--- src/rtl/axis_swap_arbiter.sv ---
// axis_swap_arbiter
//   Packet-level round-robin arbiter that shares one downstream byte-swap
//   datapath between two AXI Stream sources. A source owns the output for a
//   whole packet (through TLAST). The swap enable for the packet is taken from
//   swap_cfg at grant time and held until the next grant.
//
// Ports
//   clk, rst          clock; asynchronous active-low reset
//   swap_cfg[1:0]     per-source swap enable, sampled at grant
//   s0_*, s1_*        AXI Stream slave inputs (TDATA/TKEEP/TLAST/TVALID/TREADY)
//   out_*             AXI Stream master output toward the swap block
//   enable_swap       swap enable for the packet in flight
//   grant[1:0]        one-hot owner (01 = source 0, 10 = source 1, 00 = idle)
//   pkt_count0/1      completed packets per source, wrapping
module axis_swap_arbiter #(
    parameter int DATA_WIDTH = 32,
    parameter int CNT_WIDTH  = 16
) (
    input  logic                    clk,
    input  logic                    rst,
    input  logic [1:0]              swap_cfg,
    input  logic [DATA_WIDTH-1:0]   s0_TDATA,
    input  logic [DATA_WIDTH/8-1:0] s0_TKEEP,
    input  logic                    s0_TLAST,
    input  logic                    s0_TVALID,
    output logic                    s0_TREADY,
    input  logic [DATA_WIDTH-1:0]   s1_TDATA,
    input  logic [DATA_WIDTH/8-1:0] s1_TKEEP,
    input  logic                    s1_TLAST,
    input  logic                    s1_TVALID,
    output logic                    s1_TREADY,
    output logic [DATA_WIDTH-1:0]   out_TDATA,
    output logic [DATA_WIDTH/8-1:0] out_TKEEP,
    output logic                    out_TLAST,
    output logic                    out_TVALID,
    input  logic                    out_TREADY,
    output logic                    enable_swap,
    output logic [1:0]              grant,
    output logic [CNT_WIDTH-1:0]    pkt_count0,
    output logic [CNT_WIDTH-1:0]    pkt_count1
);

    typedef enum logic [1:0] {
        IDLE = 2'd0,
        GNT0 = 2'd1,
        GNT1 = 2'd2
    } state_t;

    state_t state;
    logic   last;   // most recently granted source (1 = source 1)

    always_ff @(posedge clk or negedge rst) begin
        if (!rst) begin
            state       <= IDLE;
            last        <= 1'b1;
            enable_swap <= 1'b0;
            grant       <= 2'b00;
            pkt_count0  <= '0;
            pkt_count1  <= '0;
        end else begin
            case (state)
                IDLE: begin
                    // Source 0 wins when it is the only requester, or when
                    // both request and source 1 had the previous grant.
                    if (s0_TVALID && (!s1_TVALID || last)) begin
                        state       <= GNT0;
                        grant       <= 2'b01;
                        last        <= 1'b0;
                        enable_swap <= swap_cfg[0];
                    end else if (s1_TVALID) begin
                        state       <= GNT1;
                        grant       <= 2'b10;
                        last        <= 1'b1;
                        enable_swap <= swap_cfg[1];
                    end
                end
                GNT0: begin
                    if (s0_TVALID && out_TREADY && s0_TLAST) begin
                        state      <= IDLE;
                        grant      <= 2'b00;
                        pkt_count0 <= pkt_count0 + 1'b1;
                    end
                end
                GNT1: begin
                    if (s1_TVALID && out_TREADY && s1_TLAST) begin
                        state      <= IDLE;
                        grant      <= 2'b00;
                        pkt_count1 <= pkt_count1 + 1'b1;
                    end
                end
                default: begin
                    state <= IDLE;
                    grant <= 2'b00;
                end
            endcase
        end
    end

    // Zero-latency pass-through of the owning source; everything idles at 0.
    always_comb begin
        out_TDATA  = '0;
        out_TKEEP  = '0;
        out_TLAST  = 1'b0;
        out_TVALID = 1'b0;
        s0_TREADY  = 1'b0;
        s1_TREADY  = 1'b0;
        case (state)
            GNT0: begin
                out_TDATA  = s0_TDATA;
                out_TKEEP  = s0_TKEEP;
                out_TLAST  = s0_TLAST;
                out_TVALID = s0_TVALID;
                s0_TREADY  = out_TREADY;
            end
            GNT1: begin
                out_TDATA  = s1_TDATA;
                out_TKEEP  = s1_TKEEP;
                out_TLAST  = s1_TLAST;
                out_TVALID = s1_TVALID;
                s1_TREADY  = out_TREADY;
            end
            default: ;
        endcase
    end

endmodule

--- config.mk ---
export PLATFORM = sky130hd
export DESIGN_NAME = axis_swap_arbiter
export DESIGN_NICKNAME = d
export VERILOG_FILES = /design/src/rtl/axis_swap_arbiter.sv
export SDC_FILE = /design/constraint.sdc
export NUM_CORES = 1
export LEC_CHECK = 0
export ABC_AREA = 1
export CAP_MARGIN = 30
export CELL_PAD_IN_SITES_DETAIL_PLACEMENT = 0
export CELL_PAD_IN_SITES_GLOBAL_PLACEMENT = 1
export CORE_MARGIN = 2
export CORE_UTILIZATION = 26
export CTS_CLUSTER_DIAMETER = 40
export DETAILED_ROUTE_END_ITERATION = 7
export GPL_TIMING_DRIVEN = 0
export HOLD_SLACK_MARGIN = 0.03
export PLACE_DENSITY_LB_ADDON = 0.12
export RECOVER_POWER = 50
export SLEW_MARGIN = 20
export SYNTH_ARGS = -nofsm -noshare
export SYNTH_HDL_FRONTEND = slang
export SYNTH_SLANG_ARGS = --single-unit
--- constraint.sdc ---
create_clock -name clk -period 4.66 [get_ports clk]
set_input_delay 1.165 -clock clk [delete_from_list [all_inputs] [get_ports clk]]
set_output_delay 1.165 -clock clk [all_outputs]
set_load 0.1 [all_outputs]
Yosys cells after proc, flatten, opt, wreduce, memory -nomap -nowiden
Index checks and enable logic that the tools add are counted.

storage, ports and cells
  output and inout bits = 75
  bits in registers = 36

cells by class
  add/sub/neg operators = 2
  eq/ne operators = 5
  mux-type cells = 15
  reduce and logical (&&, ||, !) cells = 13

operators with widths
  kind                   count
  $pmux 32 s2            1
  $add 16x1->16 const B  2
  $mux 2                 4
  $pmux 4 s2             1
  $mux 1                 6
  $pmux 2 s3             1
  $reduce_and 2->1       3
  $logic_and 1x1->1      5
  $ne 2x2->1 const B     2
  $pmux 1 s2             2
  $ne 3x3->1 const B     1
  $reduce_and 3->1       1
  $eq 2x1->1 const B     1
  $eq 2x2->1 const B     1
  $logic_not 2->1        1
  $reduce_bool 2->1      1
  $logic_not 1->1        1
  $logic_or 1x1->1       1

Longest topological paths before layout
Gate-level depths: netlist of run 1.

  word-level depth = 5
  mapped depth = 10
  depth with buffers taken out = 10

Least setup slack after synthesis of run 1
OpenSTA, ideal clock, no wires.

  path kind = flip-flop to output port
  start = register state[0]
  end = output out_TDATA[0]
  stages on the path, launching flop included = 7
  data required time = 3.495 ns
  setup slack = 0.141 ns
  path buffers = 2
  data arrival time = 3.354 ns
  cells stage by stage = dfrtp_1 > inv_1 > ha_1 > inv_1 > clkbuf_1 > buf_1 > a21oi_1

on the way
  word-level cells in the longest chain between the ends = 2
  elaborated cells between the ends (all ways) = 3

ends and longest elaborated chain
  item                                      RTL line  text
  start, declared                           49        state_t state;
  start signal, assigned                    54        state <= IDLE;
  start signal, assigned                    66        state <= GNT0;
  start signal, assigned                    71        state <= GNT1;
  $eq 2x2->1 or $eq 2x1->1 (tied branches)  107       case (state)
  $pmux 32 s2 *                             107
  end, declared                             32        output logic [DATA_WIDTH-1:0] out_TDATA,

Every way passes the cells marked *; elsewhere a longest branch is shown, timed or not.

Final worst setup path of run 1
  start = input s0_TVALID
  end = output out_TVALID

on the way
  word-level cells in the longest chain between the ends = 1

ends and longest elaborated chain
  item             RTL line  text
  start, declared  25        input logic s0_TVALID,
  $pmux 1 s2       107
  end, declared    35        output logic out_TVALID,

No other way between the ends.

==> flow_summary.toml, run 1 <==
[status]
status = "finished, violations left"
violations = "max-capacitance violations, max-slew violations"

[setup_path]
worstSetupPathType = "primary input to primary output"
max_stage_delay_ns = 1.17
slowest_stage = "clkdlybuf4s50_1"
ff2ff_setup_slack_ns = 2.50
reg2reg_from = "state[0]"
crit_chain = "dlygate4sd3_1, nand2_1, a21oi_1, clkdlybuf4s50_1"
arrival_ns = 3.19
startpoint_type = "primary input"
end_kind = "primary output"
cp_data_required_time_ns = 3.49
worstPathMaxFanout = 5
worstReg2RegEnd = "pkt_count1[15]"
reg2reg_depth = 9

[clock_tree]
clkSinkCount = 36
cts_setup_buffers = 0
clock_latency_ns = 0.29
cts.path.max_buffers = 2
cts_tree = "built"
cts_made_buffers = 5
holdBufCountCts = 0
root_buffer = "clkbuf_8"
cts_resized = 0
cts.htree.levels = 2
path_clk_slew_ns = 0.07

[yosys]
synthCells = 375
syn_area_sq_um = 2520
synth.distinct_cells = 25
syn_area_per_cell_sq_um = 6.73
synth_nets = 462
ys_ff_latch = 36
yosysWarnings = 0
ys_seq_area_share_pct = 35.7

[pwr]
power.density_nw_per_um2 = 550
finalPower_mw = 2.34
vdd_ir_drop_max_uv = 401
p_leak_nw = 1.79

[grt]
grt_pass1_wl_mm = 13.7
grt_overflow = 0
grt_antenna_before_repair = 0
grt_pass1_vias = 2715
grt_use_total_pct = 16.5
grt_start_max_net_pins = 31

[final_layout]
diodes = 0
fin_cells = 667
area_growth_pct = 68.4
nNetsFinal = 625
final_core_util_pct = 45.6
final_layout_size_suffix_gt1_share_pct = 2.79

[placement]
post-dp-hpwl_mm = 6.92
port-buffer-count = 155
globalplace.congestion = 0.788
dpl.cell_count = 660

[timing]
fin_worst_skew_ns = 0.00702
min_period_over_period_pct = 93.4
rsz0062_at_grt = "no"
finalSetupViolCount = 0
relSlewSlack_pct = -11.0
tightest_slew_ns = 1.67
hold_viol_final = 0
tns_ns = 0
final.min_clock_period_ns = 4.35
finalMaxSlewViolations = 31
fmax_mhz = 230

[worst_hold_path]
holdPathStages = 2
worstHoldStart = "last"
hp-class = "flip-flop to flip-flop"
worstHoldEndpoint = "last"

[detailed_routing]
via_per_inst = 4.34
vias = 2894
wl_per_cell_um = 12.9
drt_wl_total_mm = 8.60
drtIter0Drc = 68
route.detailed.drc = 0
first_pass_iters = 4
detail-route-antenna-nets = 0

[floorplan]
num_io_pins = 156
die_h_um = 103
fp.dieW_um = 103
start_util_pct = 27.1
die_area_sq_um = 10500
core_sq_um = 9330
placementRows = 35

[run]
cap_violations = 1
==> cells in the mapped netlist <==
master / n / share of area [%]
buf_1: 5 / 0.74
inv_2: 1 / 0.15
nor2_1: 20 / 3.0
dfrtp_1: 35 / 35
nand3_1: 19 / 3.8
o211ai_1: 1 / 0.30
inv_1: 33 / 4.9
a21oi_1: 39 / 7.7
buf_2: 4 / 0.79
nand3b_1: 3 / 0.89
nor2_8: 1 / 0.79
ha_1: 6 / 3.0
dfstp_2: 1 / 1.0
nand4_1: 7 / 1.7
nand2_2: 1 / 0.25
nand3b_2: 1 / 0.45
xnor2_1: 8 / 2.8
nor2_4: 5 / 2.2
nand3_2: 2 / 0.79
nand2_1: 160 / 24
nand2_4: 2 / 0.89
clkbuf_1: 3 / 0.45
xor2_1: 9 / 3.1
nor3_1: 5 / 0.99
o21ai_0: 4 / 0.79
==> power by group <==
part | switching (mW) | total (mW) | internal, mW
combinational | 1.33 | 1.72 | 0.388
clock | 0.111 | 0.212 | 0.102
sequential | 0.0499 | 0.405 | 0.355
==> metrics by stage <==
stage / hold slack [ns] / setup WS [ns] / area (sq um)
3_3_place_gp: 0.474 / 0.373 / 4240
2_1_floorplan: 0.460 / 0.141 / 2520
3_5_place_dp: 0.491 / 0.381 / 4250
4_1_cts: 0.503 / 0.374 / 4330
6_report: 0.502 / 0.305 / 4250
5_1_grt: 0.521 / 0.177 / 4250
==> sequential cells by signal, indices dropped and copies added, names as in the netlist <==
name         flops
state            2
last             1
pkt_count1      16
pkt_count0      16
enable_swap      1
==> metal layers <==
metal,up-vias,track usage [%],part of all wire [%],routed length (um)
met5,-,0,0,0
met4,0,3.59,1.3,109
met3,13,2.98,4.1,355
met2,68,28.0,48,4160
met1,1305,22.0,46,3970
li1,1508,-,-,-
==> logic make-up (layout without fill, tap and decap cells) <==
kind of cell	after synthesis	in the layout	share of synthesized area (%)
adders and majority gates	6	6	2.97
xor gates and xnor gates	17	17	5.90
and+or+nand+nor	226	226	39.5
DFF	36	36	35.7
buffers and inverters	46	209	7.04
AOI/OAI and AO/OA	44	44	8.82
==> worst max path at each step <==
stage,from,end,slack (ns),cells after the start
after floorplan,state[0],out_TDATA[0],0.14,6
after CTS,s0_TVALID,out_TVALID,0.37,4
after global placement,s0_TLAST,out_TLAST,0.37,4
final,s0_TVALID,out_TVALID,0.31,4
after detailed placement,s0_TLAST,out_TLAST,0.38,4
after global routing,state[0],out_TDATA[2],0.18,7
==> cells in the final DEF, fill, tap and decap left out <==
cell and instances:
ha_1 6, nor2_1 26, a21oi_1 39, nand3b_2 1, nand3_2 1, clkinv_2 1, buf_1 5, xnor2_1 8
buf_2 4, clkbuf_1 6, nand3b_1 3, nand3_1 20, o211ai_1 1, dlygate4sd3_1 3, xor2_1 9, nor3_1 5
dfrtp_1 35, nand4_1 7, clkbuf_8 5, dfstp_2 1, o21ai_0 4, nand2_1 161, clkdlybuf4s50_1 151, inv_1 34
nand2_4 2
==> worst max-delay path: cells and delay by family <==
family / cells / cell delay, ns
AO/OA/AOI/OAI: 1 / 0.14
buffers and inverters: 2 / 1.80
AND/OR/NAND/NOR: 1 / 0.07
==> cell type report <==
cell class                      count  area (sq um)
Buffer                             12          50.0
Clock buffer                        6          72.6
Clock inverter                      1          5.00
Fill cell                         988          5080
Inverter                           34           128
Multi-Input combinational cell    293          1380
Sequential cell                    36           902
Tap cell                          129           161
Timing Repair Buffer              156          1550
No activity file was read; power rests on OpenSTA's default activity.
==> inputs of run 2 (changes only) <==
--- a/config.mk
+++ b/config.mk
@@ -13,6 +13,7 @@
 export CORE_UTILIZATION = 26
 export CTS_CLUSTER_DIAMETER = 40
 export DETAILED_ROUTE_END_ITERATION = 7
+export GPL_ROUTABILITY_DRIVEN = 0
 export GPL_TIMING_DRIVEN = 0
 export HOLD_SLACK_MARGIN = 0.03
 export PLACE_DENSITY_LB_ADDON = 0.12
==> results of run 2 <==
Same layout as run 1: the final DEF is identical, and so are final timing and power.
